===== src/rtl/phit_send.sv =====
// phit_send: serialises a flit of flit_size phits onto a phit_size-wide link.
// Phit 0 (low bits) is sent first; each phit is consumed when new_phit & en.
// A new flit may be loaded in the same cycle the final phit is consumed, so
// back-to-back flits leave no idle gap on the link.
module phit_send #(
    parameter int unsigned flit_size                   = 1,
    parameter int unsigned floorplusone_log2_flit_size = 1,
    parameter int unsigned phit_size                   = 16
) (
    input  logic                           clk,
    input  logic                           rs,
    input  logic [flit_size*phit_size-1:0] indata,
    input  logic                           invalid,
    output logic                           inready,
    output logic [phit_size-1:0]           outdata,
    output logic                           new_phit,
    input  logic                           en,
    output logic                           last
);

    localparam int unsigned PtrW = floorplusone_log2_flit_size;
    localparam logic [PtrW-1:0] LastPtr = PtrW'(flit_size - 1);

    typedef enum logic [0:0] {StIdle, StSend} state_e;

    state_e                         state_q, state_d;
    logic [PtrW-1:0]                ptr_q, ptr_d;
    logic [flit_size*phit_size-1:0] flit_q, flit_d;

    logic at_last;
    logic consume;
    logic load;

    // Outputs, handshake and next-state decode.
    always_comb begin
        new_phit = (state_q == StSend);
        at_last  = (ptr_q == LastPtr);
        last     = new_phit & at_last;
        consume  = new_phit & en;
        inready  = (state_q == StIdle) | (en & last);
        load     = invalid & inready;

        // Link is driven to zero whenever no phit is being presented.
        outdata = '0;
        if (new_phit) begin
            for (int unsigned k = 0; k < flit_size; k++) begin
                if (ptr_q == PtrW'(k)) begin
                    outdata = flit_q[k*phit_size +: phit_size];
                end
            end
        end

        state_d = state_q;
        ptr_d   = ptr_q;
        flit_d  = flit_q;
        // A load always restarts at phit 0; it only happens when idle or when
        // the last phit is leaving, so it never overwrites a flit in flight.
        if (load) begin
            state_d = StSend;
            ptr_d   = '0;
            flit_d  = indata;
        end else if (consume) begin
            if (at_last) begin
                state_d = StIdle;
                ptr_d   = '0;
            end else begin
                ptr_d = ptr_q + 1'b1;
            end
        end
    end

    // State, pointer and flit registers with synchronous reset taking priority.
    always_ff @(posedge clk) begin
        if (rs) begin
            state_q <= StIdle;
            ptr_q   <= '0;
            flit_q  <= '0;
        end else begin
            state_q <= state_d;
            ptr_q   <= ptr_d;
            flit_q  <= flit_d;
        end
    end

endmodule


===== config.mk =====
export PLATFORM = sky130hd
export DESIGN_NAME = phit_send
export DESIGN_NICKNAME = d
export VERILOG_FILES = /design/src/rtl/phit_send.sv
export SDC_FILE = /design/constraint.sdc
export NUM_CORES = 1
export LEC_CHECK = 0
export CORE_MARGIN = 3
export CORE_UTILIZATION = 46
export CTS_BUF_LIST = sky130_fd_sc_hd__clkbuf_2
export DETAILED_ROUTE_END_ITERATION = 16
export PLACE_DENSITY = 0.82
export SLEW_MARGIN = 15
export SYNTH_ARGS = -nofsm -noshare
export SYNTH_HDL_FRONTEND = slang
export SYNTH_SLANG_ARGS = --single-unit

===== constraint.sdc =====
create_clock -name clk -period 1.9 [get_ports clk]
set_input_delay 0.38 -clock clk [delete_from_list [all_inputs] [get_ports clk]]
set_output_delay 0.38 -clock clk [all_outputs]
set_load 0.005 [all_outputs]

---- After elaboration in Yosys (flattened, before gate mapping) ----
Cells that the tools add are included.
word-level totals
  output and inout port bits .............. 19
  word-level logic and storage cells ...... 21
  input port bits ......................... 20
  bits in registers ....................... 18
operators by class
  bitwise logic cells ..................... 7
  reduce and logical (&&, ||, !) cells .... 3
  $add $sub $neg .......................... 1
  muxes and demuxes ....................... 6
  eq/ne operators ......................... 1
operator list
  kind                 number
  $mux 16              2
  $and 1x1->1          4
  $mux 1               4
  $ne 2x1->1 const B   1
  $not 1->1            2
  $reduce_and 2->1     1
  $reduce_bool 2->1    1
  $reduce_or 2->1      1
  $add 1x1->1 const B  1
  $or 1x1->1           1

---- Depth between registers and ports, before layout ----
Gate-level depths: netlist of the first run.
  depth after elaboration ................. 7
  gate-level depth with buffers ........... 5

---- Worst setup path after synthesis of the first run ----
Ideal clock, no wire load.
  kind .................................... input -> output
  start ................................... input port en
  end ..................................... output port inready
  cell stages on the path ................. 3
  path slack .............................. 0.719 ns
  arrival ................................. 0.801 ns
  path through ............................ nand2b_1 -> buf_6 -> buf_2
between the ends
  word-level cells in the longest chain between the ends .. 2
RTL lines
  what             line  text
  start, declared  17    input logic en,
  $and 1x1->1      40    inready = (state_q == StIdle) | (en & last);
  $or 1x1->1       40
  end, declared    14    output logic inready,
Every way passes these cells.

---- Final worst setup path of the first run ----
Same ends and word-level chain as after synthesis.

==> results of run 1 <==
-- path summary, 6_finish.rpt --
path,start,to,slack [ps],cells past startpoint
worst max-delay path,en,inready,60,3
worst min-delay path,flit_q[9]$_SDFFE_PP0P_,flit_q[9]$_SDFFE_PP0P_,580,2
worst min register to register,flit_q[9]$_SDFFE_PP0P_,flit_q[9]$_SDFFE_PP0P_,580,2
worst max register to register,new_phit$_SDFFE_PP0P_,flit_q[13]$_SDFFE_PP0P_,650,5
-- cell families after synthesis --
logic type,after synthesis
AND/OR/NAND/NOR,33
AO/OA/AOI/OAI,33
flip-flops,17
buffers and inverters,13
-- cell usage in the layout, fill, tap and decap left out --
cell and count:
a21bo_2 4, dlymetal6s2s_1 1, nand3_1 16, a21bo_1 12
and2_1 16, dfxtp_1 16, clkbuf_2 4, inv_1 1
buf_6 1, nand2b_4 1, dfxtp_4 1, buf_4 4
a21oi_1 5, a21oi_2 12, clkdlybuf4s50_1 37
-- flip-flops by register name (all words and copies together) (netlist names) --
| register | count |
|---|---|
| new_phit | 1 |
| flit_q | 16 |
-- timing repair --
action,in CTS,in global routing
pin swaps,0,0
endpoints found under the setup margin,12,7
resized for setup,2,3
setup buffers,1,0
-- per-stage QoR --
stage / total power [mW] / setup slack, ps
5_1_grt: 0.745 / 5.83
3_3_place_gp: 0.546 / 31.4
4_1_cts: 0.720 / 30.9
2_1_floorplan: 0.479 / 719
3_5_place_dp: 0.550 / 51.6
6_report: 0.715 / 57.7
-- synth_stat cells, drive strengths merged --
cell type  count
nand3         16
a21oi         17
a21bo         16
buf            9
nand2b         1
clkbuf         3
and2          16
dfxtp         17
inv            1
-- area by class of cell --
class,instances,area [sq um],share of cell area
clock buffer,4,20.0,0.0153
timing repair buffer,43,424,0.324
inverter,1,3.75,0.00287
sequential,17,344,0.263
tap,25,31.3,0.0239
multi-input combinational,66,484,0.370
-- critical path, cell delays in order --
cell	delay, ps
clkdlybuf4s50_1	460
nand2b_4	120
clkdlybuf4s50_1	500
-- where the power goes --
part           switching (mW)  total [mW]  internal [mW]
clock network           0.113       0.168         0.0558
logic                  0.0644       0.161         0.0966
registers             0.00820       0.385          0.377
total                   0.185       0.715          0.530
-- routing by layer --
layer	vias to the layer above	wire, um
li1	394	-
met1	376	917
met2	20	1010
met3	4	74
met4	0	33
met5	-	0
==> flow_metrics.tcl, run 1 <==
set metrics [dict create \
    status "finished, final reports clean" \
    yosys.area_share.simple 0.208 \
    cp-end-kind "primary output" \
    synth_nets 116 \
    vias 794 \
    syn_area_per_cell_sq_um 9.34 \
    postLayoutCellArea_sq_mm 0.00131 \
    setup_tns_ps 0 \
    met1_usage 0.226 \
    cap_viol_max_count 0 \
    num_antenna_cells 0 \
    avgViaCountPerCell 5.09 \
    grt-ovfl-total 0 \
    fin_crit_sh 0.970 \
    place_hpwl_um 1410 \
    finalSetupViolations 0 \
    slew_headroom 0.792 \
    cts_root_buf "clkbuf_2" \
    path_max_fanout 2 \
    place.gp.congestion 0.705 \
    ant_nets 0 \
    worstPathRequired_ps 1520 \
    use_met3 0.0237 \
    synth_xor_area_frac 0 \
    synth_fa_ha_area_frac 0 \
    die_x_um 50.2 \
    post-route-util 0.733 \
    synth_top_family_by_area "compound AO/OA/AOI/OAI gates" \
    dr.pass1.iters 4 \
    portBuffers 38 \
    dp_cells 151 \
    drive_above_1_share 0.206 \
    crit_path_start_kind "input port" \
    post_drt_wl_per_cell_um 13.1 \
    synth_top_cell_area_share 0.379 \
    synth_compound_area_frac 0.324 \
    busiest_layer "met2" \
    cts_buffers 3 \
    start_util 0.503 \
    power_leakage_nw 0.511 \
    areaGrowthSynthToFinish_pct 45.7 \
    netlist_area_sq_um 897 \
    grt_pass1_wl_um 3540 \
    worstMarginPinSlew_ps 312 \
    ys_warn_count 0 \
    finalCriticalPeriod_ps 1840 \
    drc_errors 0 \
    nets 152 \
    yosysTopAreaCell "dfxtp_1" \
    power-per-cell-area_mw_per_mm2 547 \
    synthMuxAreaShare 0 \
    synthDistinctLibCells 15 \
    cts_hold_buffers 0 \
    fmax_mhz 543 \
    htreeDepth 1 \
    yosysSeqAreaShare 0.379 \
    postSynthCellCount 96 \
    numClockSinks 17 \
    skew_ps 9.45 \
    irDropWorstVdd_uv 387 \
    synth_seq_cells 17 \
    hold_viol 0 \
    synth.top_cells.by_area "dfxtp_1 38%, a21bo_1 13%, a21oi_2 12%" \
    die-area_sq_mm 0.00252 \
    row_count 15 \
    clockBufferDepth 2 \
    grt_max_degree 34 \
    use_met2 0.302 \
    crit_arrival_ps 1460 \
    routed_wl_um 2040 \
    grt_pass1_vias 783 \
    core_area_sq_mm 0.00178 \
    cts_tree "yes" \
    insertion_delay_ps 300 \
    stdcell_count 156 \
    rsz0062_at_grt "false" \
    clkTransAtPathRegs_ps 170 \
    critical_path_class "in -> out" \
    hold_path_class "reg -> reg" \
    dpl-instance-area_sq_mm 0.00126 \
    whs_ps 582 \
    ios 39 \
    maxSlewViolCount 0 \
    grt_antenna_before_repair 0 \
    nFillCells 144 \
    track_usage 0.180 \
    drt_iter0_drc 3 \
    fp.dieH_um 50.2 \
]
Note: power is estimated with default switching activity, not from simulation.
==> inputs of run 2 (changes only) <==
Settings changed: CORE_MARGIN 3 to 1.
==> run 2 against run 1 <==
Effect of this change:
- non-clock buffer count increased by 1
- critical path depth unchanged
- clock-buffer cell count decreased by 1
==> flow_metrics.tcl, run 2 (synthesized netlist as in run 1, its figures left out) <==
set metrics [dict create \
    numClockSinks 17 \
    hold_path_class "reg -> reg" \
    post-route-util 0.755 \
    drt_iter0_drc 2 \
    cts_buffers 3 \
    start_util 0.503 \
    crit-reg2reg-capture "flit_q[2]$_SDFFE_PP0P_" \
    dpl-instance-area_sq_mm 0.00126 \
    dr.pass1.iters 4 \
    core_area_sq_mm 0.00178 \
    critical_path_class "in -> out" \
    crit_family "buffers and inverters" \
    dp_cells 151 \
    vias 809 \
    grt_max_degree 34 \
    cp_num_buf_inv 2 \
    avgViaCountPerCell 5.15 \
    slew_headroom 0.782 \
    largest_reg_flops 16 \
    status "finished, final reports clean" \
    htreeDepth 1 \
    hold_viol 0 \
    cp-end-kind "primary output" \
    maxSlewViolCount 0 \
    finalCriticalPeriod_ps 1850 \
    num_antenna_cells 0 \
    path_cells "clkdlybuf4s50_1 > nand2b_4 > clkdlybuf4s50_1" \
    post_drt_wl_per_cell_um 13.8 \
    power_leakage_nw 0.595 \
    power-per-cell-area_mw_per_mm2 539 \
    irDropWorstVdd_uv 536 \
    grt_pass1_vias 782 \
    postLayoutCellArea_sq_mm 0.00135 \
    place.gp.congestion 0.707 \
    mostFrequentLayoutCells "33 x clkdlybuf4s50_1, 16 x and2_1, 16 x nand3_1, 16 x dfxtp_1" \
    largest_register "flit_q" \
    crit_start "en" \
    clockBufferDepth 2 \
    whs_ps 584 \
    cpMostUsedCell "clkdlybuf4s50_1" \
    grt_pass1_wl_um 3480 \
    layout_commonest_cell "clkdlybuf4s50_1" \
    cts_tree "yes" \
    grt_antenna_before_repair 0 \
    areaGrowthSynthToFinish_pct 50.1 \
    skew_ps 12.9 \
    die-area_sq_mm 0.00213 \
    p_total_mw 0.725 \
    insertion_delay_ps 300 \
    crit_path_start_kind "input port" \
    r2r_start "new_phit$_SDFFE_PP0P_" \
    track_usage 0.230 \
    fmax_mhz 541 \
    cp-endpoint "inready" \
    ios 39 \
    crit_arrival_ps 1470 \
    finalSetupViolations 0 \
    drive_above_1_share 0.212 \
    place_hpwl_um 1350 \
    path_max_fanout 2 \
    die_x_um 46.2 \
    drc_errors 0 \
    cp_slowest_cell "clkdlybuf4s50_1" \
    worstSetupPathDepth 3 \
    r2r_cells 5 \
    cap_viol_max_count 0 \
    fin_crit_sh 0.972 \
    worstMarginPinSlew_ps 327 \
    max_stage_delay_ps 490 \
    row_count 15 \
    routed_wl_um 2170 \
    ant_nets 0 \
    cts_root_buf "clkbuf_2" \
    clkTransAtPathRegs_ps 190 \
    grt-ovfl-total 0 \
    worstPathRequired_ps 1520 \
    fp.dieH_um 46.2 \
    ff2ff_setup_slack_ps 610 \
    stdcell_count 157 \
    portBuffers 38 \
    nets 153 \
]
[run 2: cell count changes in the layout (fill, tap and decap cells not counted), sizes merged]
cell,change
dlymetal6s2s,+4
clkinv,+1
clkdlybuf4s50,-4
[run 2: per-layer routing]
layer  vias up  global-route usage  wire length [um]
li1        397                   -                 -
met2        21               0.394              1120
met3         2              0.0392                70
met1       389               0.283               961
met5         -                   0                 0
met4         0              0.0882                19
[run 2: worst min path at each step]
stage | from | end | cells past startpoint
after CTS | flit_q[14]$_SDFFE_PP0P_ | flit_q[14]$_SDFFE_PP0P_ | 2
after floorplan | indata[14] | flit_q[14]$_SDFFE_PP0P_ | 2
final | flit_q[9]$_SDFFE_PP0P_ | flit_q[9]$_SDFFE_PP0P_ | 2
after global placement | flit_q[14]$_SDFFE_PP0P_ | flit_q[14]$_SDFFE_PP0P_ | 2
after detailed placement | flit_q[14]$_SDFFE_PP0P_ | flit_q[14]$_SDFFE_PP0P_ | 2
after global routing | indata[11] | flit_q[11]$_SDFFE_PP0P_ | 3
[run 2: worst reg2reg max path, stage by stage, from the launching register on]
cell and delay, ps:
dfxtp_4 410, clkbuf_16 150, nand2b_4 60, buf_4 240, a21bo_1 240, a21oi_2 140
[run 2: final cells by class]
type                    instances  area [sq um]
well taps                      25          31.3
clock buffers                   3          15.0
multi-input cells              66           484
repair buffers                 44           463
flip-flops and latches         17           344
fillers                       135           437
inverters                       1          3.75
clock inverters                 1          5.00
[run 2: power breakdown]
| part | switching (mW) | internal [mW] |
|---|---|---|
| clock | 0.120 | 0.0477 |
| combinational | 0.0666 | 0.102 |
| sequential | 0.0107 | 0.378 |
[run 2: stage by stage]
| stage | TNS, ps | setup slack (ps) |
|---|---|---|
| after floorplan | 0 | 719 |
| after global placement | 0 | 20.2 |
| after detailed placement | 0 | 22.1 |
| after CTS | 0 | 3.51 |
| after global routing | -1.94 | -1.94 |
| final | 0 | 52.8 |
[run 2: what timing repair did]
action	CTS	global route
setup buffers	0	1
hold buffers	0	0
gates resized for setup	2	8
endpoints found under the setup margin	12	13
cloned	0	1
==> inputs of run 3 (changes only) <==
Settings changed: TNS_END_PERCENT from default to 20.
==> results of run 3 <==
Final layout, timing and power as in run 2 (identical DEF).
